--- src/rtl/tlb_repl_ctrl.sv ---
// Tree-PLRU replacement controller for an 8-way fully-associative TLB.
// Tracks way recency from hits and latches a victim for the page-table-walker refill.
module tlb_repl_ctrl (
  input  logic       clk,
  input  logic       rst_n,
  input  logic       hit_valid,
  input  logic [7:0] hit_way,
  input  logic [7:0] valid_mask,
  input  logic       refill_req,
  input  logic       refill_done,
  input  logic       flush,
  output logic       victim_valid,
  output logic [7:0] victim_way,
  output logic [2:0] victim_idx,
  output logic       busy,
  output logic [7:0] plru_state
);

  typedef enum logic [0:0] {IDLE = 1'b0, ALLOC = 1'b1} state_t;

  state_t     state_r, state_next_s;
  logic [7:0] plru_r, plru_next_s, hit_tree_s;
  logic [7:0] victim_way_r, victim_way_next_s;
  logic [2:0] victim_idx_r, victim_idx_next_s;
  logic [2:0] hit_idx_s, free_idx_s, pick_idx_s, sel_idx_s;

  // Point every node on the path to way idx away from it; bit 0 is not a node.
  function automatic logic [7:0] plru_touch(input logic [7:0] tree, input logic [2:0] idx);
    logic [7:0] t;
    t = tree;
    t[1] = ~idx[2];
    t[{2'b01, idx[2]}] = ~idx[1];
    t[{1'b1, idx[2:1]}] = ~idx[0];
    t[0] = 1'b0;
    return t;
  endfunction

  function automatic logic [2:0] plru_pick(input logic [7:0] tree);
    logic v2, v1, v0;
    v2 = tree[1];
    v1 = tree[{2'b01, v2}];
    v0 = tree[{1'b1, v2, v1}];
    return {v2, v1, v0};
  endfunction

  // OR-encoding keeps multi-hot hits well defined instead of treating them as errors.
  function automatic logic [2:0] hit_encode(input logic [7:0] way);
    logic [3:0] nib;
    logic       b2, b1, b0;
    b2  = |way[7:4];
    nib = way[7:4] | way[3:0];
    b1  = |nib[3:2];
    b0  = nib[3] | nib[1];
    return {b2, b1, b0};
  endfunction

  function automatic logic [2:0] lowest_invalid(input logic [7:0] mask);
    logic [2:0] idx;
    idx = 3'd0;
    for (int i = 7; i >= 0; i--) begin
      if (!mask[i]) idx = 3'(i);
      else          idx = idx;
    end
    return idx;
  endfunction

  assign hit_idx_s  = hit_encode(hit_way);
  assign free_idx_s = lowest_invalid(valid_mask);
  assign pick_idx_s = plru_pick(plru_r);
  assign sel_idx_s  = (valid_mask != 8'hFF) ? free_idx_s : pick_idx_s;
  assign hit_tree_s = hit_valid ? plru_touch(plru_r, hit_idx_s) : plru_r;

  // Next-state logic: flush wins, then hit touch followed by victim touch on refill completion.
  always_comb begin
    state_next_s      = state_r;
    plru_next_s       = hit_tree_s;
    victim_way_next_s = victim_way_r;
    victim_idx_next_s = victim_idx_r;
    if (flush) begin
      state_next_s      = IDLE;
      plru_next_s       = 8'h00;
      victim_way_next_s = 8'h00;
      victim_idx_next_s = 3'd0;
    end else begin
      case (state_r)
        IDLE: begin
          if (refill_req) begin
            state_next_s      = ALLOC;
            victim_way_next_s = 8'h01 << sel_idx_s;
            victim_idx_next_s = sel_idx_s;
          end else begin
            state_next_s = IDLE;
          end
        end
        ALLOC: begin
          if (refill_done) begin
            state_next_s      = IDLE;
            plru_next_s       = plru_touch(hit_tree_s, victim_idx_r);
            victim_way_next_s = 8'h00;
            victim_idx_next_s = 3'd0;
          end else begin
            state_next_s = ALLOC;
          end
        end
        default: begin
          state_next_s      = IDLE;
          plru_next_s       = 8'h00;
          victim_way_next_s = 8'h00;
          victim_idx_next_s = 3'd0;
        end
      endcase
    end
  end

  // State, tree and latched victim registers.
  always_ff @(posedge clk or negedge rst_n) begin
    if (!rst_n) begin
      state_r      <= IDLE;
      plru_r       <= 8'h00;
      victim_way_r <= 8'h00;
      victim_idx_r <= 3'd0;
    end else begin
      state_r      <= state_next_s;
      plru_r       <= plru_next_s;
      victim_way_r <= victim_way_next_s;
      victim_idx_r <= victim_idx_next_s;
    end
  end

  assign victim_valid = (state_r == ALLOC);
  assign busy         = (state_r == ALLOC);
  assign victim_way   = victim_way_r;
  assign victim_idx   = victim_idx_r;
  assign plru_state   = plru_r;

endmodule

--- config.mk ---
export PLATFORM = sky130hd
export DESIGN_NAME = tlb_repl_ctrl
export DESIGN_NICKNAME = d
export VERILOG_FILES = /design/src/rtl/tlb_repl_ctrl.sv
export SDC_FILE = /design/constraint.sdc
export NUM_CORES = 1
export LEC_CHECK = 0
export CAP_MARGIN = 10
export CORE_ASPECT_RATIO = 0.8
export CORE_UTILIZATION = 44
export CTS_CLUSTER_DIAMETER = 50
export DETAILED_ROUTE_END_ITERATION = 12
export DONT_BUFFER_PORTS = 1
export PLACE_DENSITY_LB_ADDON = 0.15
export SLEW_MARGIN = 20
export SYNTH_ARGS = -nofsm -noshare
export SYNTH_HDL_FRONTEND = slang
export SYNTH_SLANG_ARGS = --single-unit
export TNS_END_PERCENT = 10
--- constraint.sdc ---
create_clock -name clk -period 2.65 [get_ports clk]
set_input_delay 0.53 -clock clk [delete_from_list [all_inputs] [get_ports clk]]
set_output_delay 0.53 -clock clk [all_outputs]
set_load 0.01 [all_outputs]
==> impl_metrics.csv, run 1 <==
group,metric,value,unit
synth,synth_edf_count,0,
floorplanning,start_util,0.468,
drt,drt_iter0_drc,65,
synth,netlist_area,0.00116,mm²
setup_path,endpoint_kind,"flip-flop",
finish,layout_commonest_cell,"dfrtp_1",
setup_path,r2r-end,"victim_way[4]",
run,cap_violations,0,
synth,synthTopCellsByArea,"dfrtp_1 (43%), nand2_1 (4.8%), a21oi_1 (4.3%), mux2i_1 (3.4%), nand2b_1 (3.2%)",
setup_path,critPathRequiredTime,2910,ps
clock_tree,ctsHoldBuffers,1,
clock_tree,cts_setup_buffers,0,
synth,synth_flop_cell,"dfrtp_1",
drt,firstDrtPassIters,4,
drt,antenna_left,0,
setup_path,path_max_fanout,7,
drt,drcViolationCount,0,
floorplanning,rows,16,
sta,setup_violations,0,
clock_tree,insertion_delay,310,ps
sta,drv_slew,0,
run_status,outcome,"finished, final reports clean",
sta,slew_headroom,0.417,
clock_tree,numCtsBuffers,3,
finish,drive_gt1_frac,0.139,
grt,grtUsageTotal,0.188,
grt,grt_max_degree,21,
setup_path,start_kind,"flip-flop",
drt,vias,894,
sta,rsz0062_at_grt,"false",
clock_tree,cts_tree,"built",
setup_path,rr_startpoint,"busy",
grt,grt_pass1_wl,3900,µm
sta,setup_tns,0,ps
placement,dpl.hpwl,1850,µm
floorplanning,dieHeight,48.0,µm
setup_path,cp.arrival,1920,ps
hold_path,worstHoldStart,"flush",
hold_path,hold_class,"in -> reg",
finish,final_cell_mix,"dfrtp_1 (20), nand2_1 (15), a21oi_1 (10)",
clock_tree,cts.sink_count,20,
sta,finalHoldViolations,0,
sta,hold_slack,256,ps
clock_tree,cts_buffer_depth,2,
synth,synth_warnings,0,
synth,ys_types,46,
setup_path,r2r.worst_path.cells,4,
sta,min_period_over_period,0.624,
synth,syn-num-nets,137,
synth,syn_inst,115,
power_and_ir_drop,worst_ir_drop_vdd,0.259,mV
floorplanning,dieArea,0.00285,mm²
floorplanning,ios,43,
sta,skew,14.9,ps
drt,wire_per_inst,16.0,µm
setup_path,r2r_slack,1000,ps
sta,tightest_slew,872,ps
sta,post-route-min-period,1650,ps
setup_path,path_class,"reg -> reg",
grt,antenna_found_initial,0,
finish,nets,138,
synth,synth_top_cell_by_area,"dfrtp_1",
hold_path,min_delay_worst_endpoint,"plru_state[3]",
power_and_ir_drop,p_per_area,513,mW/mm²
synth,synth-seq-cells,20,
synth,synth_seq_area_share,0.431,
placement,place.port_buffers,0,
hold_path,whs_path_depth,1,
synth,avgSynthCellArea,10.1,µm²
clock_tree,htreeDepth,1,
floorplanning,die_w,59.5,µm
grt,overflow,0,
synth,synth_top_cell_area_share,0.431,
drt,viasPerCell,5.92,
sta,fmax,605,MHz
synth,synth-async-reset-ratio,1.00,
grt,grt_pass1_vias,838,
floorplanning,coreArea,0.00248,mm²
drt,wl,2410,µm
clock_tree,post_cts_resized,0,
power_and_ir_drop,power.leakage,0.000504,µW
finish,area_growth,7.21,%
clock_tree,root_buffer,"clkbuf_4",
finish,diodes,0,
placement,place.gp.congestion,0.808,
clock_tree,clk_pin_slew,130,ps
## layout make-up
type                            instances  area (µm²)
Clock inverter                          1        30.0
Fill cell                             260        1240
Inverter                                1        3.75
Timing Repair Buffer                    1        10.0
Clock buffer                            3        22.5
Tap cell                               36        45.0
Multi-Input combinational cell         89         634
Sequential cell                        20         500
## per-stage QoR
step / utilization / power, µW / instances / instance area (µm²) / worst slack [ps]
5_1_grt: 0.502 / 667 / 151 / 1250 / 879
2_1_floorplan: - / 379 / 115 / 1160 / 877
3_5_place_dp: 0.477 / 385 / 146 / 1180 / 833
6_report: 0.502 / 639 / 151 / 1250 / 997
3_3_place_gp: 0.477 / 385 / 146 / 1180 / 842
4_1_cts: 0.502 / 644 / 151 / 1250 / 995
## layer usage
metal	vias to the layer above	global-route usage	part of all wire
met4	0	0.0286	0.0041
met3	2	0.0676	0.070
met2	28	0.274	0.43
met5	-	0	0
met1	429	0.271	0.50
li1	435	-	-
## report_power, final
part	switching [µW]	internal [µW]	total, µW
clock	100	153	253
sequential	17.0	313	330
combinational	32.5	23.0	55.5
total	150	489	639
## worst max path at each step
| stage | start | endpoint |
|---|---|---|
| 6_report | busy | victim_way[4] |
| 5_1_grt | busy | victim_way[4] |
| 4_1_cts | plru_state[1] | victim_way[0] |
| 3_5_place_dp | hit_way[7] | plru_state[6] |
| 3_3_place_gp | hit_way[7] | plru_state[6] |
| 2_1_floorplan | hit_way[7] | plru_state[6] |
## cells in the mapped netlist (2+ instances only)
cell type and number:
a22o_1 4, nand2b_1 6, nor2_1 6, dfrtp_1 20, clkbuf_1 2, mux2_1 2, a21oi_1 10, a32o_1 2
o21ai_1 2, nand2_1 15, nand3_1 2, nor4_1 2, mux2i_1 4, o21a_1 2, nor3b_1 2, a31o_2 2
o21ai_0 3
## cell families after synthesis
kind of cell,count (synthesis),synth area share
simple gates,46,0.247
compound gates,36,0.236
mux,7,0.0635
flops,20,0.431
buf+inv,6,0.0237
## sequential cells by signal (all words and copies together) (netlist names)
register and cells:
plru_state 8, victim_way 8, busy 1, victim_idx 3
## worst max-delay path, stage by stage, from the launching register on
cell and delay, ps:
dfrtp_1 510, nor3b_1 450, nand2b_1 160, a211oi_1 290, a32o_1 210
Power figures use the tool's default switching activity.
==> inputs of run 2 (changes only) <==
Settings changed: ABC_AREA from default to 1.
Clock period 2.65 ns to 1.4 ns, I/O delays scaled along.
==> run 2 against run 1 <==
Design area grew 1.1%. Wire length grew 4.2%. Via count rose by 16%. Critical path type unchanged. Largest cell class unchanged. Largest power group unchanged. Highest routed layer unchanged.
==> impl_metrics.csv, run 2 <==
group,metric,value,unit
run_status,outcome,"finished, final reports clean",
setup_path,critPathRequiredTime,1590,ps
floorplanning,dieHeight,47.7,µm
grt,top_usage_layer,"met2",
finish,fillCellCount,264,
grt,grtUsageTotal,0.200,
drt,drt_iter0_drc,31,
finish,nets,183,
hold_path,worstHoldStart,"flush",
synth,avgSynthCellArea,7.51,µm²
finish,diodes,0,
grt,use_met1,0.291,
sta,setup_tns,0,ps
sta,setup_violations,0,
finish,drive_gt1_frac,0.157,
sta,slew_headroom,0.418,
clock_tree,cts_setup_buffers,0,
synth,syn_inst,153,
synth,synth_seq_area_share,0.436,
finish,final_cell_mix,"nand2_1 (48), dfrtp_1 (19), inv_1 (17)",
sta,fmax,776,MHz
drt,drcViolationCount,0,
grt,grt_pass1_vias,883,
power_and_ir_drop,power.leakage,0.000645,µW
grt,grt_max_degree,21,
setup_path,start_kind,"flip-flop",
floorplanning,ios,43,
drt,antenna_left,0,
run,cap_violations,0,
synth,synth_edf_count,0,
clock_tree,root_buffer,"clkbuf_4",
synth,synth_warnings,0,
placement,dp_slack,107,ps
synth,synthTopCellsByArea,"dfrtp_1 (44%), nand2_1 (16%), inv_1 (5.6%), nand3_1 (5.2%), nor2_1 (4.6%)",
synth,yosysMostFrequentCell,"nand2_1",
drt,firstDrtPassIters,4,
clock_tree,insertion_delay,300,ps
power_and_ir_drop,worst_ir_drop_vdd,0.512,mV
sta,min_period_over_period,0.921,
sta,rsz0062_at_grt,"true",
floorplanning,die_w,59.1,µm
grt,grt_pass1_wl,4040,µm
hold_path,min_delay_worst_endpoint,"plru_state[2]",
floorplanning,start_util,0.466,
finish,area_growth,9.70,%
placement,place.port_buffers,0,
drt,wl,2510,µm
power_and_ir_drop,report.power.total,1040,µW
setup_path,path_max_fanout,5,
finish,fin_area,0.00126,mm²
sta,post-route-min-period,1290,ps
setup_path,r2r.worst_path.cells,7,
floorplanning,coreArea,0.00246,mm²
clock_tree,cts_tree,"built",
setup_path,path_class,"reg -> reg",
clock_tree,clk_pin_slew,110,ps
setup_path,endpoint_kind,"flip-flop",
sta,tightest_slew,870,ps
synth,netlist_area,0.00115,mm²
drt,vias,1034,
hold_path,whs_path_depth,1,
clock_tree,htreeDepth,1,
setup_path,cp.arrival,1480,ps
setup_path,r2r-end,"victim_way[3]",
drt,wire_per_inst,12.9,µm
finish,layout_commonest_cell,"nand2_1",
grt,use_met2,0.300,
synth,synth-seq-cells,20,
sta,drv_slew,0,
synth,synth-async-reset-ratio,1.00,
synth,synthTopCellsByCount,"nand2_1 (48), dfrtp_1 (20), inv_1 (17)",
clock_tree,cts_buffer_depth,2,
hold_path,hold_class,"in -> reg",
synth,syn-num-nets,175,
clock_tree,cts.sink_count,20,
placement,place.gp.congestion,0.882,
setup_path,r2r_slack,110,ps
clock_tree,numCtsBuffers,3,
sta,finalHoldViolations,0,
placement,placed_area,0.00121,mm²
floorplanning,rows,16,
placement,dpl.hpwl,2010,µm
grt,antenna_found_initial,0,
synth,synth_top_cell_by_area,"dfrtp_1",
sta,skew,8.18,ps
drt,viasPerCell,5.30,
setup_path,rr_startpoint,"plru_state[2]",
floorplanning,dieArea,0.00282,mm²
grt,grt_use_met3,0.0432,
synth,synth_flop_cell,"dfrtp_1",
finish,finalCoreUtilization,0.512,
sta,worst_slack,111,ps
grt,overflow,0,
power_and_ir_drop,p_per_area,825,mW/mm²
synth,synth_top_cell_area_share,0.436,
synth,ys_types,23,
## run 2: changes by cell type after synthesis, moves of 6 or more
cell and change:
nand2_1 +33, inv_1 +16, nand3_1 +10, nand4_1 +8, nor2_1 +8, nand2b_1 -6
## run 2: critical path: stages (launching register included)
cell and delay, ps:
dfrtp_1 490, nand3_1 120, nand2_1 50, nand3b_1 160, nand2_2 140, nand2_4 90
nand3_1 80, nand2_1 50
## run 2: worst max path at each step
| stage | from | end | slack (ps) | cells after the start |
|---|---|---|---|---|
| after detailed placement | plru_state[1] | victim_way[1] | 110 | 8 |
| after global placement | plru_state[1] | victim_way[5] | 130 | 8 |
| after floorplan | busy | plru_state[6] | 210 | 7 |
| after global routing | plru_state[1] | victim_way[7] | 20 | 8 |
| final | plru_state[2] | victim_way[3] | 110 | 7 |
| after CTS | plru_state[1] | victim_way[1] | 70 | 8 |
## run 2: layout make-up
class,count,area (µm²),share of cell area
clock buffers,3,22.5,0.0179
inverters,20,77.6,0.0616
multi-input cells,112,581,0.461
flip-flops and latches,20,502,0.398
well taps,36,45.0,0.0357
repair buffers,4,32.5,0.0258
## run 2: cells by family after synthesis
logic type	synth area share
AO/OA/AOI/OAI	0.0991
buffers and inverters	0.0719
flip-flops	0.436
AND/OR/NAND/NOR	0.393
## run 2: power breakdown
| part | switching, µW | leakage, µW | internal, µW |
|---|---|---|---|
| Sequential | 29.8 | 0.000273 | 596 |
| Combinational | 98.5 | 0.000359 | 50.4 |
| Clock | 164 | 0.0000138 | 100 |
| Total | 292 | 0.000645 | 747 |
## run 2: repair_timing
item / CTS / global route
hold buffers: 1 / 0
hold endpoints to repair: 20 / 0
resized for setup: 0 / 5
setup endpoints to repair: 0 / 7
## run 2: layer usage
| layer | vias up | wire length [µm] |
|---|---|---|
| li1 | 516 | - |
| met1 | 480 | 1260 |
| met2 | 34 | 1060 |
| met3 | 4 | 166 |
| met4 | 0 | 24 |
| met5 | - | 0 |
## run 2: per-stage QoR
step           cells  hold WS (ps)
5_1_grt          195          15.6
6_report         195          25.7
3_3_place_gp     191         -15.2
3_5_place_dp     191         -15.1
2_1_floorplan    153         -15.6
4_1_cts          195          24.1
==> inputs of run 3 (changes only) <==
Settings changed: ABC_CLOCK_PERIOD_IN_PS from default to 1400, RECOVER_POWER from default to 100.
==> run 3 against run 2 <==
Worst hold slack hardly changed. Sequential share of layout area rose by 0.20 points. Design area decreased by 0.50%. Sequential power barely moved. Clock power barely moved. Die area unchanged. Cell count is the same. Fmax hardly changed. Critical path depth is the same. Power decreased by 0.32%. Critical path type unchanged. Largest cell class unchanged.
==> impl_metrics.csv, run 3 (synthesized netlist as in run 2, its figures left out) <==
group,metric,value,unit
run_status,outcome,"finished, final reports clean",
finish,fillCellCount,266,
finish,area_growth,9.15,%
setup_path,r2r.worst_path.cells,7,
sta,tightest_slew,868,ps
grt,antenna_found_initial,0,
drt,wl,2520,µm
setup_path,path_max_fanout,5,
placement,place.gp.congestion,0.882,
clock_tree,cts.sink_count,20,
grt,overflow,0,
sta,fmax,776,MHz
setup_path,crit_cells,7,
grt,grt_pass1_wl,4040,µm
setup_path,endpoint_kind,"flip-flop",
placement,dpl.hpwl,2010,µm
floorplanning,coreArea,0.00246,mm²
power_and_ir_drop,power.leakage,0.000642,µW
power_and_ir_drop,p_switching,291,µW
finish,final_cell_mix,"nand2_1 (48), dfrtp_1 (19), inv_1 (18)",
setup_path,cp_slowest_cell,"dfrtp_1",
placement,place.port_buffers,0,
drt,wire_per_inst,12.9,µm
sta,skew,7.39,ps
power_and_ir_drop,internal_power,744,µW
power_and_ir_drop,worst_ir_drop_vdd,0.511,mV
clock_tree,root_buffer,"clkbuf_4",
floorplanning,start_util,0.466,
sta,hold_slack,25.6,ps
placement,dp_slack,107,ps
power_and_ir_drop,p_seq_frac,0.604,
setup_path,slowest_delay,490,ps
sta,min_period_over_period,0.920,
clock_tree,htreeDepth,1,
sta,post-route-min-period,1290,ps
power_and_ir_drop,power_frac_clock,0.256,
finish,diodes,0,
setup_path,cp.arrival,1480,ps
hold_path,hold_class,"in -> reg",
hold_path,whs_path_depth,1,
grt,grt_max_degree,21,
power_and_ir_drop,switching_share,0.281,
finish,drive_gt1_frac,0.138,
floorplanning,dieHeight,47.7,µm
clock_tree,cts_buffer_depth,2,
setup_path,crit_family,"simple AND/OR/NAND/NOR gates",
setup_path,critPathRequiredTime,1590,ps
setup_path,path_buf_inv,0,
sta,drv_slew,0,
setup_path,r2r_slack,110,ps
drt,drcViolationCount,0,
grt,grtUsageTotal,0.200,
sta,worst_slack,112,ps
sta,finalHoldViolations,0,
drt,antenna_left,0,
setup_path,start_kind,"flip-flop",
finish,nets,183,
floorplanning,die_w,59.1,µm
run,cap_violations,0,
clock_tree,cts_setup_buffers,0,
power_and_ir_drop,p_per_area,826,mW/mm²
setup_path,path_class,"reg -> reg",
clock_tree,cts_tree,"built",
floorplanning,ios,43,
setup_path,crit_chain,"nand3_1, nand2_1, nand3b_1, nand2_2, nand2_4, nand3_1, nand2_1",
clock_tree,clk_pin_slew,100,ps
drt,vias,1031,
drt,drt_iter0_drc,30,
sta,setup_tns,0,ps
grt,grt_pass1_vias,883,
sta,setup_violations,0,
floorplanning,rows,16,
setup_path,rr_startpoint,"plru_state[2]",
floorplanning,dieArea,0.00282,mm²
sta,rsz0062_at_grt,"true",
hold_path,worstHoldStart,"flush",
drt,viasPerCell,5.29,
setup_path,startpoint,"plru_state[2]",
drt,firstDrtPassIters,4,
clock_tree,insertion_delay,300,ps
power_and_ir_drop,power_frac_comb,0.140,
sta,slew_headroom,0.419,
clock_tree,numCtsBuffers,3,
finish,layout_commonest_cell,"nand2_1",
## run 3: cell types whose count changed in the layout (fill, tap and decap cells not counted)
cell / previous run / this run
buf_4: 3 / 2
inv_1: 17 / 18
nor2_1: 14 / 15
clkbuf_1: 0 / 1
nor2_2: 2 / 1
inv_2: 2 / 1
## run 3: power groups by stage
| stage | Combinational (µW) | Clock (µW) | Sequential (µW) |
|---|---|---|---|
| final | 145 | 265 | 626 |
| after floorplan | 102 | 0 | 632 |
| after detailed placement | 132 | 0 | 635 |
| after global routing | 166 | 291 | 629 |
| after global placement | 128 | 0 | 635 |
| after CTS | 146 | 273 | 624 |
## run 3: stage by stage
step           instance area (µm²)  total power [µW]  instances   util
6_report                      1250              1040        195  0.509
5_1_grt                       1250              1090        195  0.509
4_1_cts                       1240              1040        195  0.504
3_5_place_dp                  1210               767        191  0.491
3_3_place_gp                  1210               763        191  0.491
2_1_floorplan                 1150               734        153      -
## run 3: worst paths after layout
kind / endpoint
setup reg to reg: victim_way[3]
min in group asynchronous: plru_state[5]
hold reg to reg: victim_way[6]
hold / removal: plru_state[2]
max in group asynchronous: plru_state[1]
setup / recovery: victim_way[3]
## run 3: what timing repair did
action                                  4_1_cts  5_1_grt
endpoints found under the setup margin        0        7
hold endpoints to repair                     20        0
gates resized for setup                       0        5
hold buffers                                  1        0
## run 3: area by class of cell
| class | count | area, µm² | area share |
|---|---|---|---|
| Tap cell | 36 | 45.0 | 0.0359 |
| Inverter | 20 | 77.6 | 0.0619 |
| Timing Repair Buffer | 4 | 28.8 | 0.0230 |
| Multi-Input combinational cell | 112 | 578 | 0.461 |
| Clock buffer | 3 | 22.5 | 0.0180 |
| Sequential cell | 20 | 502 | 0.400 |
## run 3: routing by layer
metal	vias to the layer above	global-route usage	part of all wire
li1	516	-	-
met3	4	0.0432	0.062
met1	482	0.291	0.51
met2	29	0.300	0.42
met4	0	0.0714	0.0095
met5	-	0	0
